$ cat src/rtl/fwd_stall_ctrl.sv
// Turns the distance-1 hazard report into registered E-stage forwarding selects,
// load-use stall/bubble controls, a sticky protocol-error flag and a stall counter.
module fwd_stall_ctrl #(
   parameter int LOAD_STALL_CYCLES = 1,
   parameter int CNT_W             = 16
) (
   input  logic             clk,
   input  logic             rst,
   input  logic             conf,
   input  logic [3:0]       outtype,
   output logic             stall_pc,
   output logic             stall_ifid,
   output logic             bubble_idex,
   output logic [1:0]       fwd_a,
   output logic [1:0]       fwd_b,
   output logic             proto_err,
   output logic [CNT_W-1:0] stall_cnt
);

   typedef enum logic [1:0] {RUN, STALL, RESUME} state_t;
   typedef enum logic [1:0] {PEND_NONE, PEND_A, PEND_B} pend_t;

   localparam logic [1:0] FWD_REG   = 2'b00;
   localparam logic [1:0] FWD_EXMEM = 2'b01;
   localparam logic [1:0] FWD_MEMWB = 2'b10;
   localparam logic [2:0] STALL_LOAD = 3'(LOAD_STALL_CYCLES - 1);
   localparam bit         MULTI_STALL = (LOAD_STALL_CYCLES > 1);

   state_t     state, state_nx;
   pend_t      pend, pend_nx;
   logic [2:0] count, count_nx;
   logic [1:0] fwd_a_nx, fwd_b_nx;
   logic       err_nx;
   logic       stall;
   logic       type_ok, hz_load, hz_a, hz_b;

   always_comb begin
      type_ok = (outtype != 4'd0) && (outtype <= 4'd4);
      hz_a    = conf && (outtype == 4'd1);
      hz_b    = conf && (outtype == 4'd2);
      hz_load = conf && ((outtype == 4'd3) || (outtype == 4'd4));

      state_nx = state;
      pend_nx  = pend;
      count_nx = count;
      fwd_a_nx = FWD_REG;
      fwd_b_nx = FWD_REG;
      err_nx   = proto_err;
      stall    = 1'b0;

      case (state)
         STALL: begin
            stall    = 1'b1;
            count_nx = count - 3'd1;
            if (count_nx == 3'd0) state_nx = RESUME;
         end
         default: begin
            if (conf && !type_ok) err_nx = 1'b1;
            // A pending load result always wins on its own operand; an R-type hit on the other operand still forwards.
            fwd_a_nx = (pend == PEND_A) ? FWD_MEMWB : (hz_a ? FWD_EXMEM : FWD_REG);
            fwd_b_nx = (pend == PEND_B) ? FWD_MEMWB : (hz_b ? FWD_EXMEM : FWD_REG);
            pend_nx  = PEND_NONE;
            state_nx = RUN;
            if (hz_load) begin
               stall    = 1'b1;
               pend_nx  = (outtype == 4'd3) ? PEND_A : PEND_B;
               count_nx = STALL_LOAD;
               state_nx = MULTI_STALL ? STALL : RESUME;
            end
         end
      endcase
   end

   // Gate with rst so the stall controls drop in the same cycle reset is raised.
   always_comb begin
      stall_pc    = stall && !rst;
      stall_ifid  = stall && !rst;
      bubble_idex = stall && !rst;
   end

   always_ff @(posedge clk or posedge rst) begin
      if (rst) begin
         state     <= RUN;
         pend      <= PEND_NONE;
         count     <= 3'd0;
         fwd_a     <= FWD_REG;
         fwd_b     <= FWD_REG;
         proto_err <= 1'b0;
         stall_cnt <= '0;
      end else begin
         state     <= state_nx;
         pend      <= pend_nx;
         count     <= count_nx;
         fwd_a     <= fwd_a_nx;
         fwd_b     <= fwd_b_nx;
         proto_err <= err_nx;
         if (stall && (stall_cnt != '1)) stall_cnt <= stall_cnt + CNT_W'(1);
      end
   end

endmodule

$ cat config.mk
export PLATFORM = sky130hd
export DESIGN_NAME = fwd_stall_ctrl
export DESIGN_NICKNAME = d
export VERILOG_FILES = /design/src/rtl/fwd_stall_ctrl.sv
export SDC_FILE = /design/constraint.sdc
export NUM_CORES = 1
export LEC_CHECK = 0
export ABC_AREA = 0
export CAP_MARGIN = 20
export CELL_PAD_IN_SITES_DETAIL_PLACEMENT = 0
export CELL_PAD_IN_SITES_GLOBAL_PLACEMENT = 1
export CORE_UTILIZATION = 27
export CTS_BUF_LIST = sky130_fd_sc_hd__clkbuf_4
export DETAILED_ROUTE_END_ITERATION = 8
export GPL_TIMING_DRIVEN = 0
export PLACE_DENSITY_LB_ADDON = 0.1
export SLEW_MARGIN = 20
export SYNTH_ARGS = -nofsm -noshare
export SYNTH_HDL_FRONTEND = slang
export SYNTH_SLANG_ARGS = --single-unit
$ cat constraint.sdc
create_clock -name clk -period 4.74 [get_ports clk]
set_clock_uncertainty 0.05 [all_clocks]
set_input_delay 0.948 -clock clk [delete_from_list [all_inputs] [get_ports clk]]
set_output_delay 0.948 -clock clk [all_outputs]
set_load 0.01 [all_outputs]
==> out/metrics.json, run 1 <==
{
  "groute.usage.overall": {"value": 0.1147},
  "floorplan.rows": {"value": 22},
  "finalSetupViolations": {"value": 0},
  "highest_cell_delay_on_the_worst_timing_path": {"value": 0.53, "unit": "ns"},
  "place_ws": {"value": 0.6374, "unit": "ns"},
  "commonest_non_fill_non_tap_cells_in_the_layout": {"value": "clkdlybuf4s50_1 (30), dfrtp_1 (23), xor2_1 (10)"},
  "critical_path_class": {"value": "in2out"},
  "worstHoldPathType": {"value": "reg2reg"},
  "cts.sink_count": {"value": 23},
  "timing.critical_path.to_type": {"value": "primary output"},
  "finalPower": {"value": 0.4097, "unit": "mW"},
  "crit_chain": {"value": "clkdlybuf4s50_1 -> or3b_4 -> a21o_1 -> buf_2 -> nor2_1 -> buf_4 -> clkdlybuf4s50_1"},
  "nets": {"value": 138},
  "dr_total_vias": {"value": 858},
  "floorplan.die_area": {"value": 4318, "unit": "µm²"},
  "route.antenna.remaining_nets": {"value": 0},
  "via_count_of_the_first_global_routing_pass": {"value": 784},
  "syn-cell-area": {"value": 1096, "unit": "µm²"},
  "grt_start_max_net_pins": {"value": 24},
  "detail_route.vias_per_cell": {"value": 4.847},
  "data_required_time_of_the_worst_path": {"value": 3.74, "unit": "ns"},
  "slew_headroom": {"value": 0.4055},
  "die-width": {"value": 65.72, "unit": "µm"},
  "timing.max_cap.violations": {"value": 0},
  "drc_errors": {"value": 0},
  "unrepaired_setup_endpoints_after_global_routing": {"value": "no"},
  "synth_cell_type_count": {"value": 32},
  "routed_wire_length_per_instance": {"value": 12.21, "unit": "µm"},
  "clock.fmax": {"value": 244.6, "unit": "MHz"},
  "fin_setup_tns": {"value": 0, "unit": "ns"},
  "power.switching_fraction": {"value": 0.2818},
  "dpl.cell_count": {"value": 173},
  "timing_max_transition_violations_final": {"value": 0},
  "die_height": {"value": 65.72, "unit": "µm"},
  "synth_seq_cells": {"value": 23},
  "layout_setup_ws": {"value": 0.6514, "unit": "ns"},
  "clock_path_buffers": {"value": 2},
  "peakVddDrop": {"value": 180.9, "unit": "µV"},
  "hold_viol_final": {"value": 0},
  "run_status": {"value": "complete, no violations"},
  "cts.root.buffer_cell": {"value": "clkbuf_4"},
  "crit_slowest_cell": {"value": "clkdlybuf4s50_1"},
  "synth.avg_cell_area": {"value": 11.54, "unit": "µm²"},
  "worstSetupStartpointType": {"value": "primary input"},
  "gpl.final_weighted_congestion": {"value": 0.7101},
  "power.leakage": {"value": 0.6513, "unit": "nW"},
  "dr.first_iter.drc_count": {"value": 45},
  "grt-ovfl-total": {"value": 0},
  "synth-warning-count": {"value": 0},
  "hpwlAfterDp": {"value": 1570, "unit": "µm"},
  "port_buffers": {"value": 30},
  "postCtsSetupBuffers": {"value": 0},
  "p_clk_frac": {"value": 0.222},
  "fill_cells": {"value": 371},
  "final_core_util": {"value": 0.3935},
  "num_antenna_cells": {"value": 0},
  "layout-drive-gt1-share": {"value": 0.1163},
  "grt_pass1_wl": {"value": 3705, "unit": "µm"},
  "worst_slew_pin_slew": {"value": 0.8908, "unit": "ns"},
  "mappedNetlistNets": {"value": 103},
  "seq_area_frac_synth": {"value": 0.5251},
  "synth_enable_flop_cells": {"value": 0},
  "fp.coreArea": {"value": 3771, "unit": "µm²"},
  "mostFrequentLayoutCell": {"value": "clkdlybuf4s50_1"},
  "pwr-share-comb": {"value": 0.202},
  "seqPwrFrac": {"value": 0.576},
  "post_synth_inst_count": {"value": 95},
  "layoutNonFillerInstCount": {"value": 177},
  "grt_antenna_before_repair": {"value": 0},
  "cts_made_buffers": {"value": 3},
  "detail_route.wirelength": {"value": 2161, "unit": "µm"},
  "period_minus_slack": {"value": 4.089, "unit": "ns"},
  "netSwitchingPower": {"value": 0.1155, "unit": "mW"},
  "cts.clk_slew.worst_paths": {"value": 0.13, "unit": "ns"},
  "detailedRoute.firstPassIterationCount": {"value": 5},
  "regToRegSetupSlack": {"value": 2.67, "unit": "ns"},
  "postSynth.topFlopCell": {"value": "dfrtp_1"},
  "clock_insertion_delay_worst_skew": {"value": 0.31, "unit": "ns"},
  "clock_tree.htree_level_count": {"value": 1},
  "pin_count": {"value": 31},
  "finalCritPeriodShare": {"value": 0.8626},
  "cellInternalPower": {"value": 0.2943, "unit": "mW"},
  "power_per_cell_area": {"value": 276.1, "unit": "nW/µm²"},
  "cts_tree": {"value": "yes"},
  "initial_core_util": {"value": 0.2906},
  "post_cts_resized": {"value": 0},
  "synthToLayoutAreaGrowth": {"value": 35.39, "unit": "%"},
  "fraction_of_registers_with_async_set_or_reset_after_synthesis": {"value": 1.000},
  "critical_path_peak_fanout": {"value": 9},
  "hold_buf_count_cts": {"value": 0},
  "worst-endpoint-arrival": {"value": 3.09, "unit": "ns"},
  "worst_path_most_repeated_cell": {"value": "clkdlybuf4s50_1"}
}
-- per-layer routing --
| metal | vias up | routed length [µm] | global-route usage |
|---|---|---|---|
| met5 | - | 0 | 0 |
| met4 | 0 | 22 | 0.04076 |
| met3 | 2 | 114 | 0.03646 |
| met2 | 27 | 1010 | 0.1696 |
| met1 | 417 | 1014 | 0.1552 |
| li1 | 412 | - | - |
-- sequential cells by signal, summed over array words and instances, names as in the netlist --
register / count
pend: 2
proto_err: 1
stall_cnt: 16
fwd_b: 2
fwd_a: 2
-- final timing paths --
| check | start | end | cells after the start |
|---|---|---|---|
| max | outtype[0] | stall_pc | 7 |
| min | pend[1]$_DFF_PP0_ | fwd_a[1]$_DFF_PP0_ | 1 |
| max reg2reg | stall_cnt[0]$_DFFE_PP0P_ | stall_cnt[1]$_DFFE_PP0P_ | 5 |
| min reg2reg | pend[1]$_DFF_PP0_ | fwd_a[1]$_DFF_PP0_ | 1 |
| max in group asynchronous | rst | stall_cnt[8]$_DFFE_PP0P_ | 2 |
| min in group asynchronous | rst | stall_cnt[3]$_DFFE_PP0P_ | 2 |
-- power by group through the flow --
stage | Combinational [mW] | Sequential (mW) | Clock, mW
6_report | 0.0829 | 0.236 | 0.0909
3_5_place_dp | 0.0839 | 0.239 | 0
3_3_place_gp | 0.0840 | 0.239 | 0
2_1_floorplan | 0.0288 | 0.243 | 0
4_1_cts | 0.0844 | 0.236 | 0.0971
5_1_grt | 0.0913 | 0.241 | 0.105
-- layout make-up --
cell class	count	area, µm²	area share
clock inverter	1	5.005	0.003373
tap	48	60.06	0.04047
timing repair buffer	30	300.3	0.2024
clock buffer	3	22.52	0.01518
multi-input combinational	68	496.7	0.3347
sequential	23	575.6	0.3879
inverter	1	3.754	0.002530
buffer	3	20.02	0.01349
-- cell usage after synthesis (all sizes together), types with 2 or more instances --
cell type,count,share of area
a21o,3,0.022
and3,2,0.013
and4,4,0.033
buf,3,0.018
dfrtp,23,0.53
nand2,5,0.017
nand3,6,0.027
nand4,4,0.023
nor2,7,0.024
nor2b,2,0.011
nor3,4,0.018
nor4,4,0.037
nor4b,2,0.016
xnor2,4,0.032
xor2,10,0.080
-- through the flow --
step | hold WS [ns] | cell area, µm²
2_1_floorplan | 0.3518 | 1096
3_3_place_gp | 0.3664 | 1456
3_5_place_dp | 0.3653 | 1456
4_1_cts | 0.3837 | 1484
5_1_grt | 0.3950 | 1484
6_report | 0.3804 | 1484
-- critical path: cells and delay by family --
| kind | cells | cell delay, ns |
|---|---|---|
| AO/OA/AOI/OAI | 1 | 0.18 |
| AND/OR/NAND/NOR | 2 | 0.64 |
| buffers and inverters | 4 | 1.32 |
-- kinds of logic (layout without fill, tap and decap cells) --
| kind of cell | count (synthesis) | count (layout) | synth area share |
|---|---|---|---|
| XOR/XNOR | 14 | 14 | 0.1119 |
| buffers and inverters | 4 | 38 | 0.02168 |
| adder cells (fa/ha/maj) | 1 | 1 | 0.01141 |
| AND/OR/NAND/NOR | 45 | 45 | 0.2603 |
| multiplexers | 1 | 1 | 0.01027 |
| flip-flops | 23 | 23 | 0.5251 |
| AO/OA/AOI/OAI | 7 | 7 | 0.05936 |
Power figures use the tool's default switching activity.
==> inputs of run 2 (changes only) <==
--- a/config.mk
+++ b/config.mk
@@ -5,12 +5,13 @@
 export SDC_FILE = /design/constraint.sdc
 export NUM_CORES = 1
 export LEC_CHECK = 0
-export ABC_AREA = 0
+export ABC_AREA = 1
 export CAP_MARGIN = 20
 export CELL_PAD_IN_SITES_DETAIL_PLACEMENT = 0
 export CELL_PAD_IN_SITES_GLOBAL_PLACEMENT = 1
 export CORE_UTILIZATION = 27
 export CTS_BUF_LIST = sky130_fd_sc_hd__clkbuf_4
+export CTS_CLUSTER_DIAMETER = 40
 export DETAILED_ROUTE_END_ITERATION = 8
 export GPL_TIMING_DRIVEN = 0
 export PLACE_DENSITY_LB_ADDON = 0.1
==> run 2 against run 1 <==
Die area up 19%. Synthesized area increased by 20%. Via count grew 37%. Non-clock buffer count unchanged. Synthesized cell count grew 88%. Hold slack better by 0.030 ns. Sequential cell count stayed put. Total power about the same. First-iteration DRC count increased by 22%. Critical path type unchanged.
==> out/metrics.json, run 2 <==
{
  "worstHoldPathType": {"value": "reg2reg"},
  "post_cts_resized": {"value": 0, "change": "unchanged"},
  "critical_path_peak_fanout": {"value": 4, "change": "-5"},
  "finalSetupViolations": {"value": 0, "change": "unchanged"},
  "timing.max_cap.violations": {"value": 0, "change": "unchanged"},
  "worst-endpoint-arrival": {"value": 2.70, "unit": "ns", "change": "-0.39 ns"},
  "power_per_cell_area": {"value": 239.6, "unit": "nW/µm²", "change": "-13%"},
  "place_ws": {"value": 1.017, "unit": "ns", "change": "+0.3797 ns"},
  "clock_insertion_delay_worst_skew": {"value": 0.32, "unit": "ns", "change": "about the same"},
  "final_core_util": {"value": 0.3645, "change": "-0.02896"},
  "fin_setup_tns": {"value": 0, "unit": "ns", "change": "unchanged"},
  "gpl.final_weighted_congestion": {"value": 0.7121, "change": "+0.28%"},
  "grt_start_max_net_pins": {"value": 24, "change": "unchanged"},
  "peakVddDrop": {"value": 100.5, "unit": "µV", "change": "-44%"},
  "route.antenna.remaining_nets": {"value": 0, "change": "unchanged"},
  "power.leakage": {"value": 0.8064, "unit": "nW", "change": "+24%"},
  "cts.root.buffer_cell": {"value": "clkbuf_4"},
  "synth_common_cells": {"value": "nand2_1 (68), dfrtp_1 (23), nor2_1 (22)"},
  "timing.rr.start": {"value": "stall_cnt[0]$_DFFE_PP0P_"},
  "timing_max_transition_violations_final": {"value": 0, "change": "unchanged"},
  "largest_register_ffs": {"value": 16, "change": "unchanged"},
  "data_required_time_of_the_worst_path": {"value": 3.74, "unit": "ns", "change": "about the same"},
  "worst_slew_pin_slew": {"value": 0.9328, "unit": "ns", "change": "+0.04201 ns"},
  "dpl_cell_area": {"value": 1680, "unit": "µm²", "change": "+15%"},
  "synth_cell_type_count": {"value": 23, "change": "-28%"},
  "regToRegSetupSlack": {"value": 3.09, "unit": "ns", "change": "+0.42 ns"},
  "cp-endpoint": {"value": "stall_ifid"},
  "synthToLayoutAreaGrowth": {"value": 30.31, "unit": "%"},
  "synthTopCellsByArea": {"value": "dfrtp_1 (44%), nand2_1 (19%), nor2_1 (6.3%)"},
  "worstSetupStartpointType": {"value": "primary input"},
  "layout_setup_ws": {"value": 1.040, "unit": "ns", "change": "+0.3887 ns"},
  "dpl.cell_count": {"value": 263, "change": "+52%"},
  "hpwlAfterDp": {"value": 2307, "unit": "µm", "change": "+47%"},
  "fp.coreArea": {"value": 4692, "unit": "µm²", "change": "+24%"},
  "floorplan.rows": {"value": 25, "change": "+14%"},
  "cts_made_buffers": {"value": 3, "change": "unchanged"},
  "grt_antenna_before_repair": {"value": 0, "change": "unchanged"},
  "clock_path_buffers": {"value": 2, "change": "unchanged"},
  "fill_cells": {"value": 491, "change": "+32%"},
  "seq_area_frac_synth": {"value": 0.4385, "change": "-0.08660"},
  "detailedRoute.firstPassIterationCount": {"value": 4, "change": "-1"},
  "groute.usage.overall": {"value": 0.1306, "change": "+0.01582"},
  "dr.first_iter.drc_count": {"value": 55, "change": "+22%"},
  "clock_tree.htree_level_count": {"value": 1, "change": "unchanged"},
  "hold_buf_count_cts": {"value": 0, "change": "unchanged"},
  "fraction_of_registers_with_async_set_or_reset_after_synthesis": {"value": 1.000, "change": "unchanged"},
  "most_frequently_used_cell_type_in_the_post_synthesis_netlist": {"value": "nand2_1"},
  "cts.sink_count": {"value": 23, "change": "unchanged"},
  "nets": {"value": 222, "change": "+61%"},
  "port_buffers": {"value": 30, "change": "unchanged"},
  "synth_top_cell_area_share": {"value": 0.4385, "change": "-0.08660"},
  "stdcell_area": {"value": 1710, "unit": "µm²", "change": "+15%"},
  "unrepaired_setup_endpoints_after_global_routing": {"value": "no"},
  "cts.clk_slew.worst_paths": {"value": 0.14, "unit": "ns", "change": "about the same"},
  "timing.reg2reg.worst_path_depth": {"value": 8, "change": "+3"},
  "commonest_non_fill_non_tap_cells_in_the_layout": {"value": "nand2_1 (68), clkdlybuf4s50_1 (30), dfrtp_1 (23)"},
  "run_status": {"value": "complete, no violations"},
  "cts_tree": {"value": "yes"},
  "worstReg2RegEnd": {"value": "stall_cnt[10]$_DFFE_PP0P_"},
  "layoutNonFillerInstCount": {"value": 267, "change": "+51%"},
  "detail_route.wirelength": {"value": 3098, "unit": "µm", "change": "+43%"},
  "mappedNetlistNets": {"value": 187, "change": "+82%"},
  "synth_enable_flop_cells": {"value": 0, "change": "unchanged"},
  "post_synth_inst_count": {"value": 179, "change": "+88%"},
  "timing.critical_path.to_type": {"value": "primary output"},
  "grt-ovfl-total": {"value": 0, "change": "unchanged"},
  "clock.fmax": {"value": 270.3, "unit": "MHz", "change": "+11%"},
  "die_height": {"value": 71.72, "unit": "µm", "change": "+9.1%"},
  "synth-warning-count": {"value": 0, "change": "unchanged"},
  "regMostFlops": {"value": "stall_cnt"},
  "initial_core_util": {"value": 0.2797, "change": "-0.01091"},
  "grt_pass1_wl": {"value": 5195, "unit": "µm", "change": "+40%"},
  "via_count_of_the_first_global_routing_pass": {"value": 1167, "change": "+49%"},
  "floorplan.die_area": {"value": 5144, "unit": "µm²", "change": "+19%"},
  "synth.avg_cell_area": {"value": 7.332, "unit": "µm²", "change": "-36%"},
  "drc_errors": {"value": 0, "change": "unchanged"},
  "postCtsSetupBuffers": {"value": 0, "change": "unchanged"},
  "syn-cell-area": {"value": 1313, "unit": "µm²", "change": "+20%"},
  "postSynth.topFlopCell": {"value": "dfrtp_1"},
  "layout-drive-gt1-share": {"value": 0.07981, "change": "-0.03647"},
  "synth_largest_area_cell": {"value": "dfrtp_1"},
  "num_antenna_cells": {"value": 0, "change": "unchanged"},
  "critical_path_class": {"value": "in2out"},
  "synth_seq_cells": {"value": 23, "change": "unchanged"},
  "pin_count": {"value": 31, "change": "unchanged"},
  "slew_headroom": {"value": 0.3775, "change": "-0.02804"},
  "mostFrequentLayoutCell": {"value": "nand2_1"},
  "detail_route.vias_per_cell": {"value": 4.416, "change": "-8.9%"},
  "routed_wire_length_per_instance": {"value": 11.60, "unit": "µm", "change": "-5.0%"},
  "setup.worst_path.start": {"value": "outtype[1]"},
  "dr_total_vias": {"value": 1179, "change": "+37%"},
  "period_minus_slack": {"value": 3.700, "unit": "ns", "change": "-0.3887 ns"},
  "hold_viol_final": {"value": 0, "change": "unchanged"},
  "finalCritPeriodShare": {"value": 0.7806, "change": "-0.08200"},
  "die-width": {"value": 71.72, "unit": "µm", "change": "+9.1%"}
}
[run 2: cell types whose count changed in the layout (fill, tap and decap cells not counted), sizes merged, moves of 4 or more]
cell   previous run  this run
o21ai             0         4
nor2              7        24
inv               1        23
xor2             10         0
nand3             6        11
nand2             5        72
and4              4         0
nor4              4         0
[run 2: per-stage QoR]
| step | power (mW) | hold WS (ns) |
|---|---|---|
| floorplan | 0.2703 | 0.3620 |
| global placement | 0.3097 | 0.3809 |
| global route | 0.4326 | 0.4384 |
| finish | 0.4099 | 0.4100 |
| CTS | 0.4177 | 0.4150 |
| detailed placement | 0.3132 | 0.3946 |
[run 2: cells by family (layout without fill, tap and decap cells)]
kind of cell | after synthesis | after routing | synth area share
AO/OA/AOI/OAI | 6 | 6 | 0.02478
XOR/XNOR | 6 | 6 | 0.04004
adder cells (fa/ha/maj) | 1 | 1 | 0.009531
buffers and inverters | 26 | 60 | 0.08865
flip-flops | 23 | 23 | 0.4385
AND/OR/NAND/NOR | 117 | 117 | 0.3985
[run 2: layout make-up]
type                            instances  area [µm²]  share of cell area
Buffer                                  3       30.03             0.01756
Inverter                               23       86.33             0.05048
Timing Repair Buffer                   30       300.3              0.1756
Tap cell                               54       67.56             0.03950
Multi-Input combinational cell        130       620.6              0.3628
Sequential cell                        23       575.6              0.3365
Clock buffer                            4       30.03             0.01756
[run 2: worst min path at each step]
stage                      startpoint            endpoint  slack, ns  cells past startpoint
floorplan           pend[1]$_DFF_PP0_  fwd_a[1]$_DFF_PP0_       0.36                      1
global placement    pend[1]$_DFF_PP0_  fwd_a[1]$_DFF_PP0_       0.38                      1
detailed placement  pend[1]$_DFF_PP0_  fwd_a[1]$_DFF_PP0_       0.39                      1
CTS                 pend[1]$_DFF_PP0_  fwd_a[1]$_DFF_PP0_       0.41                      1
global route        pend[1]$_DFF_PP0_  fwd_a[1]$_DFF_PP0_       0.44                      1
finish              pend[1]$_DFF_PP0_  fwd_a[1]$_DFF_PP0_       0.41                      1
[run 2: where the power goes]
part | total (mW) | leakage [nW] | internal, mW | switching [mW]
combinational | 0.0812 | 0.477 | 0.0436 | 0.0376
sequential | 0.227 | 0.311 | 0.208 | 0.0182
clock | 0.102 | 0.0184 | 0.0386 | 0.0634
total | 0.410 | 0.806 | 0.291 | 0.119
[run 2: worst max-delay path: stages]
cell and delay, ns:
clkdlybuf4s50_1 0.47, nor2_1 0.20, nand3_1 0.18, a21oi_1 0.24
buf_4 0.14, clkdlybuf4s50_1 0.52
[run 2: metal layers]
layer	GRT usage	vias to the layer above	share of wire
li1	-	622	-
met1	0.1634	531	0.47
met2	0.2170	22	0.47
met3	0.02672	4	0.041
met4	0.05882	0	0.015
met5	0	-	0
==> inputs of run 3 (changes only) <==
==> constraint.sdc (replaced) <==
create_clock -name clk -period 3.7 [get_ports clk]
set_clock_uncertainty 0.05 [all_clocks]
set_input_delay 0.74 -clock clk [delete_from_list [all_inputs] [get_ports clk]]
set_output_delay 0.74 -clock clk [all_outputs]
set_load 0.01 [all_outputs]
==> results of run 3 <==
Same layout as run 2 (identical final DEF). Status: complete, no violations.
Among the figures that moved: setup slack after placement 1.017 ns -> 0.3930 ns; setup slack after layout 1.040 ns -> 0.4160 ns; register-to-register setup slack 3.09 ns -> 2.05 ns; total power 0.4099 mW -> 0.5251 mW; worst IR drop on VDD 100.5 µV -> 128.8 µV
